[src/rtl/uart_rx_buf_pkg.sv]
// Shared definitions for the UART receive buffer: default sizing and the
// stored entry layout.
package uart_rx_buf_pkg;

  localparam int UART_RX_DEPTH = 16;
  localparam int UART_RX_AW    = 4;
  localparam int UART_TO_TICKS = 40;

  // The frame-error bit sits above the data byte in each stored entry.
  typedef struct packed {
    logic       ferr;
    logic [7:0] data;
  } rx_entry_t;

  localparam int RX_ENTRY_W = $bits(rx_entry_t);

endpackage : uart_rx_buf_pkg

[src/rtl/uart_rx_buf_fifo.sv]
// Generic show-ahead synchronous FIFO. The head word is read combinationally,
// and an explicit count register drives the full and empty flags.
module sync_fifo
  import uart_rx_buf_pkg::*;
#(
  parameter int WIDTH = RX_ENTRY_W,
  parameter int DEPTH = UART_RX_DEPTH,
  parameter int AW    = UART_RX_AW
) (
  input  logic             clk,
  input  logic             reset,
  input  logic             push_i,
  input  logic             pop_i,
  input  logic [WIDTH-1:0] wdata_i,
  output logic [WIDTH-1:0] rdata_o,
  output logic [AW:0]      count_o,
  output logic [AW:0]      count_next_o,
  output logic             full_o,
  output logic             empty_o,
  output logic             push_ok_o,
  output logic             pop_ok_o
);

  logic [WIDTH-1:0] mem_q [DEPTH];
  logic [AW-1:0]    wr_ptr_q, wr_ptr_d;
  logic [AW-1:0]    rd_ptr_q, rd_ptr_d;
  logic [AW:0]      count_q, count_d;
  logic             push_ok, pop_ok;

  assign full_o  = (count_q == (AW+1)'(DEPTH));
  assign empty_o = (count_q == '0);

  // A pop frees a slot in the same cycle, so a full FIFO still accepts a push
  // when it is paired with a read.
  always_comb begin
    push_ok = push_i && (!full_o || pop_i);
    pop_ok  = pop_i && !empty_o;
  end

  always_comb begin
    wr_ptr_d = wr_ptr_q;
    rd_ptr_d = rd_ptr_q;
    count_d  = count_q;
    if (push_ok) begin
      wr_ptr_d = wr_ptr_q + AW'(1);
    end
    if (pop_ok) begin
      rd_ptr_d = rd_ptr_q + AW'(1);
    end
    case ({push_ok, pop_ok})
      2'b10:   count_d = count_q + (AW+1)'(1);
      2'b01:   count_d = count_q - (AW+1)'(1);
      default: count_d = count_q;
    endcase
  end

  always_ff @(posedge clk) begin
    if (reset) begin
      wr_ptr_q <= '0;
      rd_ptr_q <= '0;
      count_q  <= '0;
    end else begin
      wr_ptr_q <= wr_ptr_d;
      rd_ptr_q <= rd_ptr_d;
      count_q  <= count_d;
    end
  end

  // Storage is left unreset so it can map onto RAM primitives.
  always_ff @(posedge clk) begin
    if (push_ok) begin
      mem_q[wr_ptr_q] <= wdata_i;
    end
  end

  assign rdata_o      = empty_o ? '0 : mem_q[rd_ptr_q];
  assign count_o      = count_q;
  assign count_next_o = count_d;
  assign push_ok_o    = push_ok;
  assign pop_ok_o     = pop_ok;

endmodule : sync_fifo

[src/rtl/uart_rx_buf.sv]
// UART receive buffer: queues completed bytes with their frame-error bit and
// adds sticky overrun, character timeout and a level/timeout interrupt.
module uart_rx_buf
  import uart_rx_buf_pkg::*;
#(
  parameter int DEPTH    = UART_RX_DEPTH,
  parameter int AW       = UART_RX_AW,
  parameter int TO_TICKS = UART_TO_TICKS
) (
  input  logic        clk,
  input  logic        reset,
  input  logic        rx_valid,
  input  logic [7:0]  rx_data,
  input  logic        rx_frame_err,
  input  logic        baud_tick,
  input  logic        rd_en,
  output logic [7:0]  rd_data,
  output logic        rd_ferr,
  output logic        empty,
  output logic        full,
  output logic [AW:0] count,
  input  logic [AW:0] trig_level,
  input  logic        intr_en,
  input  logic        ovr_clr,
  output logic        overrun,
  output logic        timeout,
  output logic        rx_intr
);

  localparam int TW = $clog2(TO_TICKS + 1);

  rx_entry_t   wr_entry;
  rx_entry_t   rd_entry;
  logic [AW:0] count_next;
  logic        push_ok, pop_ok;
  logic        activity;
  logic        drop;
  logic [AW:0] trig_eff;

  logic          overrun_q, overrun_d;
  logic [TW-1:0] to_cnt_q, to_cnt_d;
  logic          timeout_q, timeout_d;
  logic          rx_intr_q, rx_intr_d;

  always_comb begin
    wr_entry      = '0;
    wr_entry.ferr = rx_frame_err;
    wr_entry.data = rx_data;
  end

  sync_fifo #(
    .WIDTH (RX_ENTRY_W),
    .DEPTH (DEPTH),
    .AW    (AW)
  ) u_fifo (
    .clk          (clk),
    .reset        (reset),
    .push_i       (rx_valid),
    .pop_i        (rd_en),
    .wdata_i      (wr_entry),
    .rdata_o      (rd_entry),
    .count_o      (count),
    .count_next_o (count_next),
    .full_o       (full),
    .empty_o      (empty),
    .push_ok_o    (push_ok),
    .pop_ok_o     (pop_ok)
  );

  assign activity = push_ok || pop_ok;
  assign drop     = rx_valid && full && !rd_en;
  assign trig_eff = (trig_level == '0) ? (AW+1)'(1) : trig_level;

  always_comb begin
    overrun_d = overrun_q;
    if (ovr_clr) begin
      overrun_d = 1'b0;
    end
    // A drop in the same cycle as a clear must not be lost.
    if (drop) begin
      overrun_d = 1'b1;
    end
  end

  // The idle counter only runs while data is waiting and nothing moves.
  always_comb begin
    to_cnt_d  = to_cnt_q;
    timeout_d = timeout_q;
    if (activity || empty) begin
      to_cnt_d  = '0;
      timeout_d = 1'b0;
    end else begin
      if (baud_tick && (to_cnt_q != TW'(TO_TICKS))) begin
        to_cnt_d = to_cnt_q + TW'(1);
      end
      if (to_cnt_q == TW'(TO_TICKS)) begin
        timeout_d = 1'b1;
      end
    end
  end

  always_comb begin
    rx_intr_d = intr_en && ((count_next >= trig_eff) || timeout_d);
  end

  always_ff @(posedge clk) begin
    if (reset) begin
      overrun_q <= 1'b0;
      to_cnt_q  <= '0;
      timeout_q <= 1'b0;
      rx_intr_q <= 1'b0;
    end else begin
      overrun_q <= overrun_d;
      to_cnt_q  <= to_cnt_d;
      timeout_q <= timeout_d;
      rx_intr_q <= rx_intr_d;
    end
  end

  assign rd_data = rd_entry.data;
  assign rd_ferr = rd_entry.ferr;
  assign overrun = overrun_q;
  assign timeout = timeout_q;
  assign rx_intr = rx_intr_q;

endmodule : uart_rx_buf
[config.mk]
export PLATFORM = sky130hd
export DESIGN_NAME = uart_rx_buf
export DESIGN_NICKNAME = d
export VERILOG_FILES = /design/src/rtl/uart_rx_buf_pkg.sv /design/src/rtl/uart_rx_buf_fifo.sv /design/src/rtl/uart_rx_buf.sv
export SDC_FILE = /design/constraint.sdc
export NUM_CORES = 1
export LEC_CHECK = 0
export ABC_CLOCK_PERIOD_IN_PS = 5800
export CAP_MARGIN = 10
export CORE_MARGIN = 2
export CORE_UTILIZATION = 65
export CTS_CLUSTER_DIAMETER = 100
export CTS_CLUSTER_SIZE = 12
export DETAILED_ROUTE_END_ITERATION = 16
export DONT_BUFFER_PORTS = 1
export GPL_ROUTABILITY_DRIVEN = 0
export PLACE_DENSITY = 0.89
export SLEW_MARGIN = 20
export SYNTH_ARGS = -nofsm -noshare
export SYNTH_HDL_FRONTEND = slang
export SYNTH_SLANG_ARGS = --single-unit
[constraint.sdc]
create_clock -name clk -period 5.8 [get_ports clk]
set_clock_uncertainty 0.1 [all_clocks]
set_input_delay 1.74 -clock clk [delete_from_list [all_inputs] [get_ports clk]]
set_output_delay 1.74 -clock clk [all_outputs]
set_load 0.01 [all_outputs]
==> results.json <==
{
  "finalInstanceArea_um2": 7860,
  "core-area_um2": 10700,
  "maxCapViolCount": 0,
  "track_usage": 0.276,
  "postCtsSetupRepairBufs": 0,
  "power.density_nw_per_um2": 425,
  "cp_slowest_cell": "nor2_1",
  "die_area_um2": 11800,
  "start_kind": "flip-flop",
  "cts_resized": 0,
  "synth-seq-area-share": 0.682,
  "num_vias": 3819,
  "finalNonFillerCells": 575,
  "yosysWarnings": 0,
  "wl_per_cell_um": 26.1,
  "hold_viol_final": 0,
  "setup-tns-final_ps": 0,
  "ant_nets": 0,
  "cts-buffers-inserted": 17,
  "arrival_ps": 2790,
  "placed_area_um2": 7210,
  "layout-drive-gt1-share": 0.205,
  "clockRootBuffer": "clkbuf_8",
  "hold_class": "flip-flop to flip-flop",
  "rsz0062_at_grt": "no",
  "diodes": 0,
  "fillerInstances": 626,
  "insertion_delay_ps": 520,
  "first_iter_violations": 338,
  "htreeDepth": 4,
  "grt_max_degree": 37,
  "num-nets-final": 459,
  "grt_overflow": 0,
  "route.detailed.drc": 0,
  "tightest_slew_ps": 1140,
  "required_ps": 3960,
  "syn_inst": 418,
  "status": "finished, final reports clean",
  "period_needed_ps": 4630,
  "initial_utilization": 0.661,
  "io_pins": 40,
  "hp-start": "u_fifo.wr_ptr_q[1]$_SDFFE_PP0P_",
  "grt_pass1_vias": 3915,
  "antenna_found_initial": 0,
  "finalPower_mw": 3.34,
  "period_share": 0.798,
  "dp_hpwl_mm": 8.58,
  "slew-limit-headroom": 0.237,
  "syn_area_per_cell_um2": 17.0,
  "io_buffers": 0,
  "cts_tree": "yes",
  "fp.dieW_um": 109,
  "power.leakage_nw": 2.55,
  "worstPathMaxFanout": 11,
  "crit_chain": "or4_4 -> nor2_1 -> a211oi_1",
  "synth.cell_area_um2": 7100,
  "critPathKind": "flip-flop to output port",
  "peakVddDrop_uv": 288,
  "placedCellCount": 543,
  "cts_sinks": 170,
  "ys_types": 47,
  "synth-seq-cells": 170,
  "synth_nets": 455,
  "die_h_um": 109,
  "worst_path_dominant_cell_family": "simple AND/OR/NAND/NOR gates",
  "drv_slew": 0,
  "dr.pass1.iters": 5,
  "via_per_inst": 6.64,
  "crit_path_end_kind": "output port",
  "dpl_worst_slack_ps": 1150,
  "rows": 38,
  "hold_buffers": 0,
  "grt_pass1_wl_mm": 22.6,
  "wirelength_mm": 15.0,
  "area_delta_synth_final_pct": 10.7,
  "setup_viol": 0,
  "fmax_mhz": 216,
  "slowest_delay_ps": 890,
  "path_buf_inv": 0,
  "finalWorstSetupSlack_ps": 1170,
  "multiInputGateArea_um2": 2090,
  "cp-startpoint": "u_fifo.count_o[1]$_SDFF_PP0_",
  "r2r-start": "u_fifo.count_o[1]$_SDFF_PP0_",
  "clock_path_buffers": 2,
  "clkTransAtPathRegs_ps": 70,
  "seqCellArea_um2": 4850
}
==> cells in the mapped netlist (all sizes together) <==
master  number  area share
nor2        34       0.018
or4          1      0.0016
o21ai        5      0.0056
and2         2      0.0018
edfxtp     144        0.61
inv         13      0.0069
a211oi      20       0.021
xor2         8      0.0099
nor3b        1      0.0011
o311a        1      0.0014
xnor2        5      0.0062
a31oi        1     0.00088
o31a         1      0.0025
a21o         1      0.0011
a211o        1      0.0014
mux4        36        0.11
and3b        1      0.0012
nor2b       15       0.013
nor4b        1      0.0012
o211ai       2      0.0021
o311ai       1      0.0037
and3         1     0.00088
mux2         3      0.0048
a21boi       2      0.0021
nand2        9      0.0048
o21a         2      0.0021
a41o         1      0.0014
nor3         7      0.0049
nand3        7      0.0049
nor4bb       1      0.0014
clkinv       1      0.0012
buf         15       0.013
dfxtp       26       0.073
or3          1     0.00088
mux2i       12       0.017
clkbuf       6      0.0032
o32ai        1      0.0012
a21oi        9      0.0074
nand4        1     0.00088
nand2b       3      0.0026
ha          16       0.028
==> worst reg2reg max path: stages, from the launching register on <==
cell and delay (ps):
dfxtp_1 430, or4_4 650, o31a_4 360, clkinv_4 80
ha_1 320, xor2_1 120, ha_1 230, nor2b_1 140
o32ai_1 280, mux2i_1 280, nand3_1 100, ha_1 300
o21ai_0 80, a21oi_1 60, o311a_1 320
==> kinds of logic after synthesis <==
kind of cell / count (synthesis) / synth area share
AO/OA/AOI/OAI: 48 / 0.0541
buffers and inverters: 35 / 0.0245
flip-flops: 170 / 0.682
multiplexers: 51 / 0.136
AND/OR/NAND/NOR: 85 / 0.0594
XOR/XNOR: 13 / 0.0160
adder cells (fa/ha/maj): 16 / 0.0282
==> cells in the final DEF (no fill, tap or decap), types with 2 or more instances in the layout <==
| cell type | synthesis | layout |
|---|---|---|
| mux2_2 | 3 | 3 |
| o21ai_0 | 3 | 3 |
| a21boi_0 | 2 | 2 |
| nand2_1 | 9 | 9 |
| xor2_1 | 8 | 8 |
| inv_6 | 0 | 5 |
| ha_1 | 16 | 16 |
| and2_1 | 2 | 2 |
| inv_1 | 13 | 13 |
| nand2b_1 | 3 | 3 |
| nor2b_1 | 15 | 15 |
| a21oi_1 | 7 | 7 |
| nor3_1 | 7 | 7 |
| xnor2_1 | 5 | 5 |
| dfxtp_1 | 26 | 24 |
| o21a_1 | 2 | 2 |
| a21oi_2 | 2 | 2 |
| a211oi_1 | 20 | 20 |
| nor2_1 | 34 | 33 |
| clkinvlp_4 | 0 | 2 |
| o211ai_1 | 2 | 2 |
| clkbuf_16 | 0 | 16 |
| clkinv_4 | 1 | 2 |
| dfxtp_2 | 0 | 2 |
| buf_4 | 3 | 6 |
| mux2i_1 | 12 | 12 |
| mux4_2 | 36 | 36 |
| bufinv_16 | 0 | 5 |
| nand3_1 | 7 | 7 |
| edfxtp_1 | 144 | 144 |
==> worst paths after layout <==
kind              cells past startpoint                         endpoint  slack (ps)
setup reg to reg                     14               rx_intr$_SDFF_PP0_        1850
hold reg to reg                       2  u_fifo.wr_ptr_q[1]$_SDFFE_PP0P_         440
hold / removal                        2  u_fifo.wr_ptr_q[1]$_SDFFE_PP0P_         440
setup / recovery                      3                       rd_data[1]        1170
==> power by group <==
group          switching, mW  internal [mW]
Combinational          0.320          0.285
Clock                  0.486          0.753
Sequential             0.119           1.38
==> state kept, by name, indices dropped and copies added, names as in the netlist, named ones only <==
name and flops:
u_fifo.rd_ptr_q 4, overrun 1, rx_intr 1, to_cnt_q 6, timeout 1, u_fifo.count_o 5, u_fifo.wr_ptr_q 4, u_fifo.mem_q 144
==> metal layers <==
layer / vias up / share of wire / GRT usage
li1: 1636 / - / -
met1: 1900 / 0.36 / 0.324
met2: 235 / 0.51 / 0.468
met3: 48 / 0.086 / 0.0766
met4: 0 / 0.039 / 0.140
met5: - / 0 / 0
==> final cells by class <==
cell class                 count  share of cell area
inverter                      14             0.00732
multi-input combinational    213               0.266
clock buffer                  17              0.0527
sequential                   170               0.617
timing repair buffer           6             0.00573
tap                          140              0.0223
clock inverter                15              0.0298
==> metrics by stage <==
stage               hold WS (ps)   util
detailed placement           421  0.671
CTS                          428  0.731
global route                 470  0.731
floorplan                    394      -
finish                       438  0.731
global placement             410  0.671
Note: power is estimated with default switching activity, not from simulation.
